$ cat config.mk
export PLATFORM = sky130hd
export DESIGN_NAME = mem_port_arbiter
export DESIGN_NICKNAME = d
export VERILOG_FILES = /design/src/rtl/mem_port_arbiter.sv
export SDC_FILE = /design/constraint.sdc
export NUM_CORES = 1
export LEC_CHECK = 0
export CAP_MARGIN = 20
export CORE_MARGIN = 3
export CORE_UTILIZATION = 30
export CTS_BUF_LIST = sky130_fd_sc_hd__clkbuf_8
export DETAILED_ROUTE_END_ITERATION = 10
export REMOVE_ABC_BUFFERS = 1
export SYNTH_ARGS = -nofsm -noshare
export SYNTH_HDL_FRONTEND = slang
export SYNTH_SLANG_ARGS = --single-unit
export TNS_END_PERCENT = 5
$ cat constraint.sdc
create_clock -name clk -period 5.7 [get_ports clk]
set_input_delay 0.855 -clock clk [delete_from_list [all_inputs] [get_ports clk]]
set_output_delay 0.855 -clock clk [all_outputs]
set_load 0.005 [all_outputs]
$ cat src/rtl/mem_port_arbiter.sv
// Shares one single-port synchronous memory between fetch and data requesters.
// Data wins ties unless fetch has lost STARVE_MAX grants in a row; one transaction per MEM_LATENCY+3 cycles.
module mem_port_arbiter #(
  parameter int ADDR_W      = 32,
  parameter int DATA_W      = 32,
  parameter int MEM_LATENCY = 1,
  parameter int STARVE_MAX  = 4
) (
  input  logic              clk,
  input  logic              rst,
  input  logic              if_req,
  input  logic [ADDR_W-1:0] if_addr,
  output logic              if_ack,
  output logic [DATA_W-1:0] if_rdata,
  input  logic              dm_req,
  input  logic              dm_we,
  input  logic [ADDR_W-1:0] dm_addr,
  input  logic [DATA_W-1:0] dm_wdata,
  output logic              dm_ack,
  output logic [DATA_W-1:0] dm_rdata,
  output logic              mem_en,
  output logic              mem_we,
  output logic [ADDR_W-1:0] mem_addr,
  output logic [DATA_W-1:0] mem_wdata,
  input  logic [DATA_W-1:0] mem_rdata,
  output logic [1:0]        grant_id
);
  localparam int               CNT_W      = (STARVE_MAX < 1) ? 1 : $clog2(STARVE_MAX + 1);
  localparam logic [CNT_W-1:0] STARVE_LIM = CNT_W'(STARVE_MAX);
  localparam logic [2:0]       WAIT_INIT  = 3'(MEM_LATENCY - 1);
  localparam logic [1:0]       GNT_NONE   = 2'b00;
  localparam logic [1:0]       GNT_IF     = 2'b01;
  localparam logic [1:0]       GNT_DM     = 2'b10;

  typedef enum logic [1:0] {IDLE, ISSUE, WAIT, RESP} state_t;

  state_t            state_q, state_d;
  logic [CNT_W-1:0]  starve_q, starve_d;
  logic [2:0]        wait_q, wait_d;
  logic [1:0]        grant_q, grant_d;
  logic              we_q, we_d;
  logic              mem_en_q, mem_en_d;
  logic              mem_we_q, mem_we_d;
  logic [ADDR_W-1:0] mem_addr_q, mem_addr_d;
  logic [DATA_W-1:0] mem_wdata_q, mem_wdata_d;
  logic              if_ack_q, if_ack_d;
  logic              dm_ack_q, dm_ack_d;
  logic [DATA_W-1:0] if_rdata_q, if_rdata_d;
  logic [DATA_W-1:0] dm_rdata_q, dm_rdata_d;
  logic              win_if;

  // Fetch wins when alone, or when it has been passed over STARVE_MAX times.
  always_comb begin
    win_if = if_req && (!dm_req || (starve_q == STARVE_LIM));
  end

  always_comb begin
    state_d     = state_q;
    starve_d    = starve_q;
    wait_d      = wait_q;
    grant_d     = grant_q;
    we_d        = we_q;
    mem_en_d    = 1'b0;
    mem_we_d    = 1'b0;
    mem_addr_d  = mem_addr_q;
    mem_wdata_d = mem_wdata_q;
    if_ack_d    = 1'b0;
    dm_ack_d    = 1'b0;
    if_rdata_d  = if_rdata_q;
    dm_rdata_d  = dm_rdata_q;

    case (state_q)
      IDLE: begin
        if (if_req || dm_req) begin
          state_d  = ISSUE;
          mem_en_d = 1'b1;
          if (win_if) begin
            grant_d    = GNT_IF;
            we_d       = 1'b0;
            mem_addr_d = if_addr;
            starve_d   = '0;
          end else begin
            grant_d     = GNT_DM;
            we_d        = dm_we;
            mem_we_d    = dm_we;
            mem_addr_d  = dm_addr;
            mem_wdata_d = dm_wdata;
            if (if_req && (starve_q < STARVE_LIM)) begin
              starve_d = starve_q + CNT_W'(1);
            end
          end
        end
      end
      ISSUE: begin
        state_d = WAIT;
        wait_d  = WAIT_INIT;
      end
      WAIT: begin
        if (wait_q == 3'd0) begin
          state_d = RESP;
          if (grant_q == GNT_IF) begin
            if_ack_d = 1'b1;
            if (!we_q) if_rdata_d = mem_rdata;
          end else begin
            dm_ack_d = 1'b1;
            if (!we_q) dm_rdata_d = mem_rdata;
          end
        end else begin
          wait_d = wait_q - 3'd1;
        end
      end
      RESP: begin
        // Requests are deliberately not sampled here, so a held req is never re-granted on its ack.
        state_d = IDLE;
        grant_d = GNT_NONE;
      end
      default: begin
        state_d = IDLE;
        grant_d = GNT_NONE;
      end
    endcase
  end

  always_ff @(posedge clk or posedge rst) begin
    if (rst) begin
      state_q     <= IDLE;
      starve_q    <= '0;
      wait_q      <= '0;
      grant_q     <= GNT_NONE;
      we_q        <= 1'b0;
      mem_en_q    <= 1'b0;
      mem_we_q    <= 1'b0;
      mem_addr_q  <= '0;
      mem_wdata_q <= '0;
      if_ack_q    <= 1'b0;
      dm_ack_q    <= 1'b0;
      if_rdata_q  <= '0;
      dm_rdata_q  <= '0;
    end else begin
      state_q     <= state_d;
      starve_q    <= starve_d;
      wait_q      <= wait_d;
      grant_q     <= grant_d;
      we_q        <= we_d;
      mem_en_q    <= mem_en_d;
      mem_we_q    <= mem_we_d;
      mem_addr_q  <= mem_addr_d;
      mem_wdata_q <= mem_wdata_d;
      if_ack_q    <= if_ack_d;
      dm_ack_q    <= dm_ack_d;
      if_rdata_q  <= if_rdata_d;
      dm_rdata_q  <= dm_rdata_d;
    end
  end

  assign if_ack    = if_ack_q;
  assign if_rdata  = if_rdata_q;
  assign dm_ack    = dm_ack_q;
  assign dm_rdata  = dm_rdata_q;
  assign mem_en    = mem_en_q;
  assign mem_we    = mem_we_q;
  assign mem_addr  = mem_addr_q;
  assign mem_wdata = mem_wdata_q;
  assign grant_id  = grant_q;

endmodule

After elaboration in Yosys (flattened, before gate mapping) --
Index checks and enable logic that the tools add are counted.
Cells by class: add/sub/neg operators 2, magnitude comparators 1, equality and inequality tests 8, multiplexer cells 22, bitwise logic cells 3, reduce and logical (&&, ||, !) cells 18
Operator list (number):
- 32-bit 2-to-1 mux | 1
- 1-bit 2-to-1 mux | 11
- 3-bit 2-to-1 mux | 3
- 2-bit 2-to-1 mux | 4
- 2-bit case mux with 4 select lines | 1
- 2-bit AND reduction | 4
- 4-bit AND reduction | 2
- 2-bit inequality test (second input constant) | 3
- 3-bit case mux with 2 select lines | 1
- 3-bit AND reduction | 2
- 2-bit nonzero test | 3
- 2-bit by 1-bit == test with 1-bit output (second input constant) | 2
- 2-bit == test (second input constant) | 2
- 2-bit case mux with 2 select lines | 1
- 3-bit by 1-bit adder with 3-bit output (second input constant) | 1
- 3-bit == test (second input constant) | 1
- 3-bit zero test | 1
- 3-bit less-than comparator (second input constant) | 1
- 1-bit NOT | 3
- 3-bit by 1-bit subtractor with 3-bit output (second input constant) | 1
- 1-bit logical AND | 2
- 2-bit zero test | 1
- 1-bit logical OR | 2
- 1-bit zero test | 1
Word-level totals: bits in registers 143, input bits 133, output and inout port bits 134, logic and storage cells 67

Depth between registers and ports, before layout --
depth after elaboration 6, depth in mapped cells 7, gate-level depth less buffers 6

Least setup slack after synthesis --
Ideal clock, no wire load.
kind input to register, from input dm_req, to register mem_wdata_q[0], in the netlist mem_wdata[0], library setup time 125 ps, arrival 1661 ps, data required time 5575 ps, slack 3914 ps, cell stages on the path 4, buffers on the path 1, path through nand2_1 -> a31oi_2 -> buf_2 -> mux2_2
On the way: word-level cells in the longest chain between the ends 5, elaborated cells between the ends (all ways) 6, those cells by class bitwise (1); reduce/logical (5)
RTL lines:
- start: declaration | RTL line 15 | input logic dm_req,
- 1-bit zero test | RTL line 54 | win_if = if_req && (!dm_req || (starve_q == STARVE_LIM));
- 1-bit logical OR | RTL line 54
- 1-bit logical AND | RTL line 54
- 1-bit NOT (no source line)
- 3-bit AND reduction (no source line) (*)
- end signal: assignment | RTL line 148 | mem_wdata_q <= mem_wdata_d;
- end: declaration | RTL line 45 | logic [DATA_W-1:0] mem_wdata_q, mem_wdata_d;
Every way passes the cells marked *; elsewhere a longest branch is shown, timed or not. A chain may end at the register's enable or synchronous reset.

Final worst setup path --
from input dm_req, to register mem_wdata_q[13], in the netlist mem_wdata[13]
Same word-level chain as after synthesis.

==> results.ini <==
[run_status]
status=complete, no violations

[detailed_routing]
vias_per_cell=4.74
routed_wl_um=16500
ant_nets=0
drc=0
drtIter0Drc=115
dr.pass1.iters=4
num_vias=4196
drt-wirelength-per-cell_um=18.7

[global_route]
grt_overflow=0
grt_max_degree=103
grt_pass1_wl_um=24500
track_usage_pct=15.4
grt_antenna_before_repair=0
grt_pass1_vias=4456

[job]
maxCapViolCount=0

[cts]
clkSinkCount=143
clkTransAtPathRegs_ns=0.07
holdBufCountCts=0
clock_path_buffers=2
clk_latency_ns=0.44
cts-buffers-inserted=17
post_cts.repair.setup_buffers=0
h-tree-depth=4
cts-resized-gates=0
root_buffer=clkbuf_8
tritoncts=done

[placement]
hpwl_um=12100
gp_congestion=0.791
port_buffers=266

[layout]
fin_nets=789
multi_input_area_um2=2000
diodes=0
n_fill_cell=1631
area_delta_synth_final_pct=56.9
regArea_um2=3580
drive_above_1_share_pct=19.8

[floorplanning]
row_count=49
design.die.area_um2=20800
coreArea_um2=18400
die_h_um=144
initial_core_util_pct=31.2
io_pins=267
die_width_um=144

[logic_synthesis]
synth.avg_cell_area_um2=15.3
yosysTopAreaCell=dfrtp_1
synth_edf_count=0
syn_area_um2=5740
synthTopCellsByCount=dfrtp_1 (143), mux2_2 (91), a221o_1 (33), and2_1 (33), inv_1 (10)
yosysMostFrequentCell=dfrtp_1
seq_area_frac_synth_pct=62.3
synth_top_area_share_pct=62.3
synth.ff_latch_count=143
ys_warn_count=0
synth_area_leaders=dfrtp_1 (62%), mux2_2 (18%), a221o_1 (5.8%)
synth_cells=376
ys.flop_type=dfrtp_1
synthArstFlopShare_pct=100
ys_types=34

[setup_path]
worstRegToRegCells=6
crit_buf_inv=2
crit_start=dm_req
reg2reg_to=mem_wdata[13]
cp-end-kind=flip-flop
cp-endpoint=mem_wdata[13]
cp_max_fo=35
cp.depth=5
crit_type=input port to flip-flop
cpPeakStageDelay_ns=0.83
arrival_ns=3.33
required_ns=6.02
worstSetupStartpointType=input port
r2r_slack_ns=2.80
crit_slowest_cell=a31oi_4
path_cells=clkdlybuf4s50_1 > nand2_1 > a31oi_4 > buf_4 > mux2_2
r2r-start=state_q[0]
cp_top_family=buffers and inverters

[timing]
finalCriticalPeriod_ns=3.01
slew_headroom_pct=30.7
setup_viol=0
fin_crit_sh_pct=52.9
hold_violations=0
whs_ns=0.491
fin_skew_ns=0.0107
setup_tns_ns=0
fmaxAchievable_mhz=332
tightest_slew_ns=1.04
drv_slew=0
rsz0062_at_grt=false

[min_path]
hp-class=flip-flop to flip-flop

[power]
peakVddDrop_mv=0.241
intPower_mw=3.35
swShare_pct=28.9
p_clk_share_pct=17.5
switchingPower_mw=1.36
power.leakage_nw=3.79
pwr-share-seq_pct=37.6
p_comb_share_pct=44.9
power.density_nw_per_um2=523

==> layout make-up <==
type                            instances  area share (%)
Clock inverter                          8            1.31
Inverter                               10           0.472
Multi-Input combinational cell        204            22.2
Clock buffer                           20            3.05
Timing Repair Buffer                  271            30.0
Tap cell                              229            3.18
Sequential cell                       143            39.7
==> stage by stage <==
step	power [mW]	cells	setup WS, ns	utilization, %	instance area [um^2]
after floorplan	2.61	357	1.01	-	5600
after global placement	3.88	856	2.28	46.8	8600
after detailed placement	3.92	856	2.21	46.8	8600
after CTS	4.77	884	2.70	48.9	9000
after global routing	5.00	885	2.55	49.0	9010
final	4.71	885	2.69	49.0	9010
==> registers in the layout, indices dropped and copies added (netlist names), 2 cells and up <==
name,count
dm_rdata,32
if_rdata,32
mem_addr,32
mem_wdata,32
starve_q,3
wait_q,3
grant_id,2
state_q,2
==> cells in the final DEF, fill, tap and decap left out, types with 2 or more instances in the layout <==
| cell | n |
|---|---|
| o2bb2ai_1 | 2 |
| a221o_1 | 33 |
| nand2_1 | 3 |
| bufinv_16 | 3 |
| nor3b_1 | 2 |
| clkbuf_8 | 20 |
| buf_4 | 4 |
| dfrtp_1 | 143 |
| clkinvlp_4 | 2 |
| and2_1 | 33 |
| ha_1 | 9 |
| mux2_1 | 6 |
| nor2_1 | 5 |
| mux2_2 | 91 |
| a22o_1 | 2 |
| clkdlybuf4s50_1 | 266 |
| inv_1 | 11 |
==> power by group through the flow <==
stage,Sequential [mW],Combinational (mW),Clock [mW]
after floorplan,1.78,0.826,0
after global placement,1.78,2.11,0
after detailed placement,1.78,2.14,0
after CTS,1.78,2.15,0.851
after global routing,1.83,2.27,0.894
final,1.77,2.12,0.826
==> how the worst min path moves through the flow <==
stage / startpoint / cells past startpoint / end
4_1_cts: if_rdata[29] / 1 / if_rdata[29]
3_5_place_dp: if_rdata[29] / 1 / if_rdata[29]
2_1_floorplan: wait_q[1] / 1 / wait_q[1]
5_1_grt: if_rdata[29] / 1 / if_rdata[29]
3_3_place_gp: dm_rdata[25] / 1 / dm_rdata[25]
6_report: if_rdata[29] / 1 / if_rdata[29]
==> cells by family (layout without fill, tap and decap cells) <==
family	after synthesis	after routing	share of synthesized area, %
AO/OA/AOI/OAI	45	45	7.45
AND/OR/NAND/NOR	51	51	5.79
multiplexers	98	98	19.2
buffers and inverters	29	309	3.16
adder cells (fa/ha/maj)	9	9	1.96
flip-flops	143	143	62.3
XOR/XNOR	1	1	0.153
==> worst register-to-register path, delay by kind of cell, from the launching register on <==
family          cells  cell delay, ns
compound gates      1            0.83
fa+ha+maj           1            0.33
buf+inv             2            0.66
flops               1            0.42
mux                 1            0.39
simple gates        1            0.14
==> per-layer routing <==
metal	vias to the layer above	global-route usage, %	wire length (um)
li1	1895	-	-
met1	2078	19.3	6790
met2	211	24.3	7740
met3	12	7.54	1890
met4	0	3.39	130
met5	-	0	0
Power figures use the tool's default switching activity.
